[src/rtl/conv3x3_window_filter_if.sv]
// Filtered-pixel output stream: one pixel per 3x3 window, tagged with the
// window's top-left coordinate, moved with a valid/ready handshake.
interface conv3x3_window_filter_if #(
    parameter int DIM_W = 16
);
    logic [7:0]       pix_out;
    logic [DIM_W-1:0] out_x;
    logic [DIM_W-1:0] out_y;
    logic             pix_valid;
    logic             pix_ready;

    modport master (
        output pix_out,
        output out_x,
        output out_y,
        output pix_valid,
        input  pix_ready
    );

    modport slave (
        input  pix_out,
        input  out_x,
        input  out_y,
        input  pix_valid,
        output pix_ready
    );
endinterface

[src/rtl/conv3x3_window_filter.sv]
// Scans every full 3x3 window of a loaded frame buffer and emits one Gaussian or Sobel pixel per window.
// Latency: 9 issue cycles + RD_LAT+1 drain + 1 compute cycle per window; data0 is sampled RD_LAT+1 edges after its address.
// Backpressure: pix_ready low holds the output stable and stalls all further reads until the handshake.
module conv3x3_window_filter #(
    parameter int RD_LAT = 3,
    parameter int DIM_W  = 16
) (
    input  logic                         clk,
    input  logic                         reset,
    input  logic                         start,
    input  logic                         mode,
    input  logic                         all_loaded,
    input  logic [DIM_W-1:0]             H,
    input  logic [DIM_W-1:0]             W,
    input  logic [7:0]                   data0,
    output logic [DIM_W-1:0]             read_H,
    output logic [DIM_W-1:0]             read_W,
    output logic                         busy,
    output logic                         done,
    conv3x3_window_filter_if.master      pix
);

    typedef enum logic [2:0] {
        S_IDLE,
        S_ISSUE,
        S_DRAIN,
        S_OUTPUT,
        S_DONE
    } state_t;

    state_t             state;
    logic               mode_q;
    logic [DIM_W-1:0]   h_q;
    logic [DIM_W-1:0]   w_q;
    logic [DIM_W-1:0]   ox;
    logic [DIM_W-1:0]   oy;
    logic [3:0]         tap;
    logic [1:0]         dx;
    logic [1:0]         dy;
    logic [RD_LAT:0]    pipe_vld;
    logic [3:0]         pipe_tap [RD_LAT+1];
    logic [11:0]        gsum;
    logic signed [10:0] gx;
    logic signed [10:0] gy;

    // Stage 0 is registered alongside read_H/read_W; the last stage lines up with data0.
    logic       take;
    logic [3:0] tap_out;
    assign take    = pipe_vld[RD_LAT];
    assign tap_out = pipe_tap[RD_LAT];

    function automatic logic [11:0] gauss_term(input logic [3:0] t, input logic [7:0] p);
        case (t)
            4'd4:                   return {2'b00, p, 2'b00};
            4'd1, 4'd3, 4'd5, 4'd7: return {3'b000, p, 1'b0};
            default:                return {4'b0000, p};
        endcase
    endfunction

    function automatic logic [2:0] gx_coef(input logic [3:0] t);
        case (t)
            4'd0, 4'd6: return 3'b111;
            4'd3:       return 3'b110;
            4'd2, 4'd8: return 3'b001;
            4'd5:       return 3'b010;
            default:    return 3'b000;
        endcase
    endfunction

    function automatic logic [2:0] gy_coef(input logic [3:0] t);
        case (t)
            4'd0, 4'd2: return 3'b111;
            4'd1:       return 3'b110;
            4'd6, 4'd8: return 3'b001;
            4'd7:       return 3'b010;
            default:    return 3'b000;
        endcase
    endfunction

    function automatic logic signed [10:0] wterm(input logic [2:0] c, input logic [7:0] p);
        logic signed [10:0] v;
        v = $signed({3'b000, p});
        case (c)
            3'b001:  return v;
            3'b010:  return v <<< 1;
            3'b111:  return -v;
            3'b110:  return -(v <<< 1);
            default: return '0;
        endcase
    endfunction

    logic [10:0] ax;
    logic [10:0] ay;
    logic [11:0] mag;
    logic [7:0]  sobel_pix;
    logic [7:0]  gauss_pix;
    logic [7:0]  result;

    always_comb begin
        ax        = gx[10] ? $unsigned(-gx) : $unsigned(gx);
        ay        = gy[10] ? $unsigned(-gy) : $unsigned(gy);
        mag       = {1'b0, ax} + {1'b0, ay};
        sobel_pix = (mag > 12'd255) ? 8'd255 : mag[7:0];
        gauss_pix = 8'(gsum >> 4);
        result    = mode_q ? sobel_pix : gauss_pix;
    end

    always_ff @(posedge clk or negedge reset) begin
        if (!reset) begin
            state         <= S_IDLE;
            mode_q        <= 1'b0;
            h_q           <= '0;
            w_q           <= '0;
            ox            <= '0;
            oy            <= '0;
            tap           <= '0;
            dx            <= '0;
            dy            <= '0;
            pipe_vld      <= '0;
            for (int i = 0; i <= RD_LAT; i++) pipe_tap[i] <= '0;
            gsum          <= '0;
            gx            <= '0;
            gy            <= '0;
            read_H        <= '0;
            read_W        <= '0;
            busy          <= 1'b0;
            done          <= 1'b0;
            pix.pix_out   <= '0;
            pix.out_x     <= '0;
            pix.out_y     <= '0;
            pix.pix_valid <= 1'b0;
        end else begin
            pipe_vld <= {pipe_vld[RD_LAT-1:0], 1'b0};
            for (int i = 1; i <= RD_LAT; i++) pipe_tap[i] <= pipe_tap[i-1];

            if (take) begin
                gsum <= gsum + gauss_term(tap_out, data0);
                gx   <= gx + wterm(gx_coef(tap_out), data0);
                gy   <= gy + wterm(gy_coef(tap_out), data0);
            end

            case (state)
                S_IDLE, S_DONE: begin
                    if (start && all_loaded) begin
                        mode_q <= mode;
                        h_q    <= H;
                        w_q    <= W;
                        ox     <= '0;
                        oy     <= '0;
                        tap    <= '0;
                        dx     <= '0;
                        dy     <= '0;
                        gsum   <= '0;
                        gx     <= '0;
                        gy     <= '0;
                        if (H < DIM_W'(3) || W < DIM_W'(3)) begin
                            state <= S_DONE;
                            done  <= 1'b1;
                        end else begin
                            state <= S_ISSUE;
                            busy  <= 1'b1;
                            done  <= 1'b0;
                        end
                    end
                end
                S_ISSUE: begin
                    read_H      <= oy + DIM_W'(dy);
                    read_W      <= ox + DIM_W'(dx);
                    pipe_vld[0] <= 1'b1;
                    pipe_tap[0] <= tap;
                    tap         <= tap + 4'd1;
                    if (dx == 2'd2) begin
                        dx <= 2'd0;
                        dy <= dy + 2'd1;
                    end else begin
                        dx <= dx + 2'd1;
                    end
                    if (tap == 4'd8) state <= S_DRAIN;
                end
                S_DRAIN: begin
                    if (pipe_vld == '0) begin
                        pix.pix_out   <= result;
                        pix.out_x     <= ox;
                        pix.out_y     <= oy;
                        pix.pix_valid <= 1'b1;
                        state         <= S_OUTPUT;
                    end
                end
                S_OUTPUT: begin
                    if (pix.pix_ready) begin
                        pix.pix_valid <= 1'b0;
                        tap           <= '0;
                        dx            <= '0;
                        dy            <= '0;
                        gsum          <= '0;
                        gx            <= '0;
                        gy            <= '0;
                        if (ox == w_q - DIM_W'(3)) begin
                            ox <= '0;
                            if (oy == h_q - DIM_W'(3)) begin
                                state <= S_DONE;
                                done  <= 1'b1;
                                busy  <= 1'b0;
                            end else begin
                                oy    <= oy + DIM_W'(1);
                                state <= S_ISSUE;
                            end
                        end else begin
                            ox    <= ox + DIM_W'(1);
                            state <= S_ISSUE;
                        end
                    end
                end
                default: state <= S_IDLE;
            endcase
        end
    end

endmodule
[src/flat_wrapper.sv]
// flat-port wrapper written by rule: the top's interface ports become plain ports
module conv3x3_window_filter_flat 
#(
    parameter int RD_LAT = 3,
    parameter int DIM_W  = 16
)
  (clk, reset, start, mode, all_loaded, H, W, data0, read_H, read_W, busy, done, pix_pix_out, pix_out_x, pix_out_y, pix_pix_valid, pix_pix_ready);
  conv3x3_window_filter_if #(.DIM_W(DIM_W)) pix_i ();
  input  logic clk;
  input  logic reset;
  input  logic start;
  input  logic mode;
  input  logic all_loaded;
  input  logic [DIM_W-1:0] H;
  input  logic [DIM_W-1:0] W;
  input  logic [7:0] data0;
  output logic [DIM_W-1:0] read_H;
  output logic [DIM_W-1:0] read_W;
  output logic busy;
  output logic done;
  output wire logic [$bits(pix_i.pix_out)-1:0] pix_pix_out;
  output wire logic [$bits(pix_i.out_x)-1:0] pix_out_x;
  output wire logic [$bits(pix_i.out_y)-1:0] pix_out_y;
  output wire logic [$bits(pix_i.pix_valid)-1:0] pix_pix_valid;
  input wire logic [$bits(pix_i.pix_ready)-1:0] pix_pix_ready;
  assign pix_pix_out = pix_i.pix_out;
  assign pix_out_x = pix_i.out_x;
  assign pix_out_y = pix_i.out_y;
  assign pix_pix_valid = pix_i.pix_valid;
  assign pix_i.pix_ready = pix_pix_ready;
  conv3x3_window_filter #(.RD_LAT(RD_LAT), .DIM_W(DIM_W)) u_core (.clk(clk), .reset(reset), .start(start), .mode(mode), .all_loaded(all_loaded), .H(H), .W(W), .data0(data0), .read_H(read_H), .read_W(read_W), .busy(busy), .done(done), .pix(pix_i));
endmodule
[config.mk]
export PLATFORM = sky130hd
export DESIGN_NAME = conv3x3_window_filter_flat
export DESIGN_NICKNAME = d
export VERILOG_FILES = /design/src/rtl/conv3x3_window_filter_if.sv /design/src/rtl/conv3x3_window_filter.sv /design/src/flat_wrapper.sv
export SDC_FILE = /design/constraint.sdc
export NUM_CORES = 1
export LEC_CHECK = 0
export ABC_AREA = 1
export CAP_MARGIN = 25
export CORE_MARGIN = 3
export CORE_UTILIZATION = 45
export DETAILED_ROUTE_END_ITERATION = 8
export GPL_TIMING_DRIVEN = 0
export PLACE_DENSITY_LB_ADDON = 0.1
export SYNTH_ARGS = -nofsm -noshare
export SYNTH_HDL_FRONTEND = slang
export SYNTH_SLANG_ARGS = --single-unit
[constraint.sdc]
create_clock -name clk -period 7.1 [get_ports clk]
set_input_delay 1.775 -clock clk [delete_from_list [all_inputs] [get_ports clk]]
set_output_delay 1.775 -clock clk [all_outputs]
set_load 0.03 [all_outputs]
Yosys cells after proc, flatten, opt, wreduce, memory -nomap -nowiden
Cells that the tools add are included.
{"block": "classes", "n_mux": 67, "multipliers": 0, "order_cmp": 3, "n_eq_ne": 33, "shifts": 0, "div": 0, "n_addsub": 17, "bitwise": 0, "reduce_logical": 24}
{"cell": "$mux 11", "count": 10}
{"cell": "$mux 16", "count": 6}
{"cell": "$pmux 11 s4", "count": 2}
{"cell": "$pmux 16 s2", "count": 2}
{"cell": "$mux 12", "count": 4}
{"cell": "$pmux 11 s2", "count": 2}
{"cell": "$pmux 3 s4", "count": 3}
{"cell": "$add 16x1->16 const B", "count": 2}
{"cell": "$add 16x2->16", "count": 2}
{"cell": "$eq 16x16->1", "count": 2}
{"cell": "$lt 16x2->1 const B", "count": 2}
{"cell": "$sub 16x2->16 const B", "count": 2}
{"cell": "$mux 3", "count": 9}
{"cell": "$pmux 12 s2", "count": 1}
{"cell": "$add 11x11->11", "count": 2}
{"cell": "$neg 11->11", "count": 2}
{"cell": "$pmux 10 s2", "count": 1}
{"cell": "$eq 4x3->1 const B", "count": 4}
{"cell": "$mux 8", "count": 2}
{"cell": "$eq 3x3->1 const B", "count": 5}
{"cell": "$mux 1", "count": 13}
{"cell": "$add 11x11->12", "count": 1}
{"cell": "$add 12x12->12", "count": 1}
{"cell": "$eq 3x2->1 const B", "count": 4}
{"cell": "30 further kinds", "count": 60}
{"block": "totals", "rom_bits": 0, "ramBits": 0, "latchBits": 0, "word_cells": 169, "output_inout_bits": 75, "mem_count": 0, "regBits": 205}

Logic depth before layout (Yosys ltp)
{"block": "logic_depth", "ltp_word": 11, "depth_mapped": 22, "ltp_nobuf": 22}

Worst setup path before layout
OpenSTA, ideal clock, no wires.
{"block": "synth_timing", "path_kind": "input port to flip-flop", "startpoint": "input data0[1]", "endpoint": "register u_core.gy[9]", "arrival_ps": 4072, "path_slack_ps": 2963, "path_buffers": 0, "stages": 17, "cell_sequence": "clkinv_1 > ha_1 > xnor2_1 > a221oi_1 > o21ai_0 > ha_1 > inv_1 > nor3_1 > nand2_1 > o211ai_1 > nand2_1 > nand2_1 > a21oi_1 > or2_2 > nand3_1 > o211ai_1 > inv_1"}
{"block": "synth_between", "elab_chain_cells": 7, "word_cells_on_any_way": 9, "classes_between": "add/sub (3); mux (6)"}
{"item": "start: declaration", "line_no": "flat_wrapper.sv:16", "source": "input logic [7:0] data0;"}
{"item": "$neg 9->11 / $neg 8->11 (equally long branches)", "line_no": "conv3x3_window_filter.sv:87, conv3x3_window_filter.sv:86"}
{"item": "$pmux 11 s4 (*)", "line_no": "conv3x3_window_filter.sv:83", "source": "case (c)"}
{"item": "$mux 11 (*)", "line_no": "conv3x3_window_filter.sv:136", "source": "if (take) begin"}
{"item": "$add 11x11->11 (*)", "line_no": "conv3x3_window_filter.sv:139", "source": "gy <= gy + wterm(gy_coef(tap_out), data0);"}
{"item": "$mux 11 (*)", "line_no": "conv3x3_window_filter.sv:136"}
{"item": "$mux 11 (on tied branches)", "line_no": "conv3x3_window_filter.sv:190, conv3x3_window_filter.sv:144"}
{"item": "$pmux 11 s2 (*)", "line_no": "conv3x3_window_filter.sv:142", "source": "case (state)"}
{"item": "end signal: assignment", "line_no": "conv3x3_window_filter.sv:139"}
{"item": "end: declaration", "line_no": "conv3x3_window_filter.sv:44", "source": "logic signed [10:0] gy;"}
Every way passes the cells marked *; elsewhere a longest branch is shown, timed or not. The select of a mux whose other input is x is not followed.
A chain may end at the register's enable or synchronous reset.

Worst setup path in the final report
{"block": "layout_timing", "startpoint": "input data0[0]", "endpoint": "register u_core.gy[10]"}
The elaborated chain is that of the path after synthesis.

==> results <==
- The worst register-to-register path begins at u_core.tap_out[0].
- IR analysis of the VDD net gives a maximum drop of 0.000199 V.
- Once layout is complete, the utilization of the core stands at 0.546.
- The initial antenna violation count is 0.
- The largest area contributor in the synthesized netlist is sky130_fd_sc_hd__dfrtp_1.
- The final worst clock skew is 0.0248 ns.
- For this design the top-level I/O count stands at 121.
- In the global route stage, overall resource usage came out at 0.253.
- In this run the number of H-tree levels came out at 1.
- Power spread over the standard cell area amounts to between 400 and 500 mW/mm2.
- The part of the Yosys area used for sequential elements is 0.385.
- The largest net degree at the start of global routing is 114.
- The number of inserted diodes is 0.
- The post-route clock period utilization is 0.646.
- After detailed placement, the total cell area comes to 0.0150 mm2.
- The number of library cell types mapped by synthesis is 53.
- The total core area is 0.0289 mm2.
- Cell internal power was estimated by the tool at 0.00357 W.
- No sink is reached through more buffers than the 3 on the longest clock path.
- Hold repair after CTS inserted 0 buffers.
- In the global route stage, met2 resource usage came out at 0.441.
- The worst register-to-register path has a setup slack of 3.55 ns.
- The floorplan step defined a die boundary enclosing 0.0317 mm2.
- The post-CTS setup-driven buffer insertion count is 0.
- Dividing the detail-routed via count by the number of cells gives around 5.2.
- Counting instances, the worst hold path has a depth of 0.
- The worst path in the final design needs a cycle of around 4.6 ns, including I/O delays and setup.
- For this block, the routed nets add up to 39.5 mm of wire.
- The synthesized area per cell is 7.34 um2.
- The critical path is of the in2reg type.
- The clock latency on the worst-skew pair is 0.54 ns.
- The run finished with clean final reports.
- The switching component of the power is 0.00343 W.
- The fmax is approximately 0.22 GHz.
- The net count reported at finish is 2,064.
- Buffers placed on the I/O ports in this run total 117.
- After synthesis, the cell types taking the most area are sky130_fd_sc_hd__dfrtp_1 (39%), sky130_fd_sc_hd__nand2_1 (14%), sky130_fd_sc_hd__xor2_1 (5.9%).
- The number of flops mapped to enable cells by yosys is 0.
- The endpoint type of the worst setup path is a register.
- The total leakage power is about 7.4 nW.
- The layout-stage area growth over the synthesis result is 18.7%.
- The overall power of the completed layout is 0.00700 W.
- The synthesized design contains 205 register bits.
- The die boundary height is 178 um.
- The first global-routing pass estimated 63.4 mm of wire.
- Counting every net in the synthesized netlist gives approximately 1,900.
- Measured in cells, the most critical reg-to-reg path has a length of 20.
- Of the total power, the share spent switching nets is 0.490.
- The most used flip-flop cell after synthesis is sky130_fd_sc_hd__dfrtp_1.
- Once detail routing completed, the nets flagged for antenna violations numbered 0.
- The master cell of the clock root buffer is sky130_fd_sc_hd__clkbuf_16.
- The number of DRC violations after detailed-routing iteration 0 is 862.
- In the final layout, the share of cells above drive strength 1 is 0.0521.
- At the worst endpoint, the arrival time is 5.03 ns.
- The share of total power dissipated in the clock network is 0.179.
- The data required time of the worst path is 7.54 ns.
- The final max-slew violation count came to 0.
- At the pin with the least slew margin, the transition time is 0.794 ns.
- The clock transition at the register clock pins on the worst setup and hold paths after CTS is 0.07 ns.
- The hold-critical path endpoint is u_core.tap_out[0].
- The synthesized area is approximately 0.013 mm2.
- Setup repair after global routing left no endpoint under its margin.
- The number of detailed-routing iterations run before antenna repair is 6.
- The most common cell in the synthesized netlist is sky130_fd_sc_hd__nand2_1.
- The met3 routing resource usage after global routing is 0.0258.
- In the final routed layout, each cell accounts on average for 16.7 um.
- In this run the worst path has a maximum fanout of 6.
- STA classifies the critical path startpoint as an input port.
- In the routed design, unresolved DRC markers number 0.
- The commonest cells after synthesis are sky130_fd_sc_hd__nand2_1 (502), sky130_fd_sc_hd__dfrtp_1 (205), sky130_fd_sc_hd__nor2_1 (200), sky130_fd_sc_hd__inv_1 (168), sky130_fd_sc_hd__o21ai_0 (136).
- For this configuration, the core starts out at a cell density of 0.460.
- The total via count in the routed design is around 12,000.
- The endpoint of the most critical register-to-register path is u_core.gx[9].
- The total overflow reported by the global router is 0.
- For this run, global-route usage on met1 was measured as 0.327.
- The gate count after technology mapping is ~1,800.
- The floorplan die width is 178 um.
- TritonCTS built the clock tree.
- The combinational share of power is 0.559.
- The via count of the first global-routing pass is between 10,000 and 15,000.
- Hold timing on the final database bottoms out at a slack of 0.348 ns.
- After legalization and detailed placement, the total HPWL measured just over 30 mm.
- The count of final hold-check violations is 0.
- The number of warnings printed during yosys synthesis is 0.
- In this run, post-CTS repair resized a total of 0 instances.
- The highest-utilization routing layer at the global route stage is met2.
- The number of buffers created by CTS is 24.
- The total of max-cap violations is 0.
- The share of total power dissipated in sequential elements is 0.262.
- The async set-or-reset flop fraction in the synthesized netlist is 1.00.
- The final estimated routing congestion in global placement is 0.928.
- The class of the tightest hold or removal check is reg2reg.
- The sink count of the clock tree is 205.
- The floorplan has 62 rows.
- Measured against its own limit, the worst slew margin works out to 0.465.
- The total non-filler cell area in the finished layout is 0.0158 mm2.
- The total setup violations reported at the end of the flow is 0.
- In this run the most critical hold path is launched from u_core.pipe_tap[4].
- The share of the synthesized area in the top cell type is 0.385.
placed cells by master, fill, tap and decap left out, types with 15 or more instances in the layout:
master                            count
sky130_fd_sc_hd__nand2_1            502
sky130_fd_sc_hd__dfrtp_1            205
sky130_fd_sc_hd__nor2_1             200
sky130_fd_sc_hd__inv_1              168
sky130_fd_sc_hd__o21ai_0            136
sky130_fd_sc_hd__clkdlybuf4s50_1    116
sky130_fd_sc_hd__nand3_1            109
sky130_fd_sc_hd__xor2_1              89
sky130_fd_sc_hd__a21oi_1             79
sky130_fd_sc_hd__ha_1                54
sky130_fd_sc_hd__clkbuf_1            37
sky130_fd_sc_hd__nor3_1              29
sky130_fd_sc_hd__xnor2_1             28
sky130_fd_sc_hd__clkbuf_16           24
sky130_fd_sc_hd__nand4_1             17
sky130_fd_sc_hd__buf_2               15
kinds of logic after synthesis:
logic type	synth area share
buf+inv	0.0720
xor+xnor	0.0782
fa+ha+maj	0.0598
flops	0.385
compound gates	0.121
simple gates	0.284
how the worst max path moves through the flow:
stage	from	endpoint	depth (start not counted)
2_1_floorplan	data0[1]	u_core.gy[9]	17
3_3_place_gp	reset	u_core.h_q[4]	1
6_report	data0[0]	u_core.gy[10]	19
3_5_place_dp	data0[1]	u_core.gx[9]	18
5_1_grt	data0[2]	u_core.gy[10]	16
4_1_cts	data0[1]	u_core.gx[9]	18
routing by layer:
layer | share of wire | vias to the layer above
li1 | - | 6197
met1 | 0.44 | 5760
met2 | 0.49 | 308
met3 | 0.041 | 66
met4 | 0.035 | 0
met5 | 0 | -
worst max-delay path, cell delays in order:
cell,delay [ns]
sky130_fd_sc_hd__clkdlybuf4s50_1,0.47
sky130_fd_sc_hd__inv_1,0.19
sky130_fd_sc_hd__ha_1,0.25
sky130_fd_sc_hd__nand4_1,0.15
sky130_fd_sc_hd__nor3_1,0.23
sky130_fd_sc_hd__inv_1,0.07
sky130_fd_sc_hd__nand2_1,0.13
sky130_fd_sc_hd__o22ai_1,0.09
sky130_fd_sc_hd__a21oi_1,0.11
sky130_fd_sc_hd__o21ai_0,0.12
sky130_fd_sc_hd__ha_1,0.37
sky130_fd_sc_hd__inv_1,0.08
sky130_fd_sc_hd__nor3_1,0.27
sky130_fd_sc_hd__nand3_1,0.11
sky130_fd_sc_hd__nand4_1,0.12
sky130_fd_sc_hd__nor2_1,0.05
sky130_fd_sc_hd__nor2_1,0.18
sky130_fd_sc_hd__o21ai_0,0.10
sky130_fd_sc_hd__a21oi_1,0.14
registers in the layout (all words and copies together) (netlist names), 2 cells and up:
signal              cells
u_core.gx              11
u_core.pipe_vld         4
u_core.pix.out_y       16
u_core.h_q             16
u_core.w_q             16
u_core.oy              16
u_core.ox              16
u_core.pipe_tap        12
u_core.state            3
u_core.pix.out_x       16
u_core.gy              11
u_core.dx               2
u_core.gsum            12
u_core.tap              4
u_core.read_H          16
u_core.tap_out          4
u_core.pix.pix_out      8
u_core.read_W          16
u_core.dy               2
layout make-up:
| class | count | area (um2) |
|---|---|---|
| fill | 2772 | 13100 |
| multi-input combinational | 1368 | 7230 |
| sequential | 205 | 5130 |
| timing repair buffer | 118 | 1200 |
| clock buffer | 31 | 677 |
| inverter | 180 | 676 |
| tap | 384 | 480 |
| buffer | 61 | 283 |
| clock inverter | 13 | 130 |
metrics by stage:
stage	cells	TNS [ns]	setup slack, ns
6_report	2360	0	2.51
5_1_grt	2360	0	2.20
4_1_cts	2360	0	2.58
3_5_place_dp	2316	0	2.03
3_3_place_gp	2315	-960.75	-4.71
2_1_floorplan	1814	0	2.96
power by group through the flow:
stage / clock [W] / sequential [W] / combinational (W)
2_1_floorplan: 0 / 0.00185 / 0.00276
3_3_place_gp: 0 / 0.00185 / 0.00383
3_5_place_dp: 0 / 0.00185 / 0.00388
4_1_cts: 0.00128 / 0.00183 / 0.00391
5_1_grt: 0.00132 / 0.00188 / 0.00446
6_report: 0.00125 / 0.00184 / 0.00391
No activity file was read; power rests on OpenSTA's default activity.
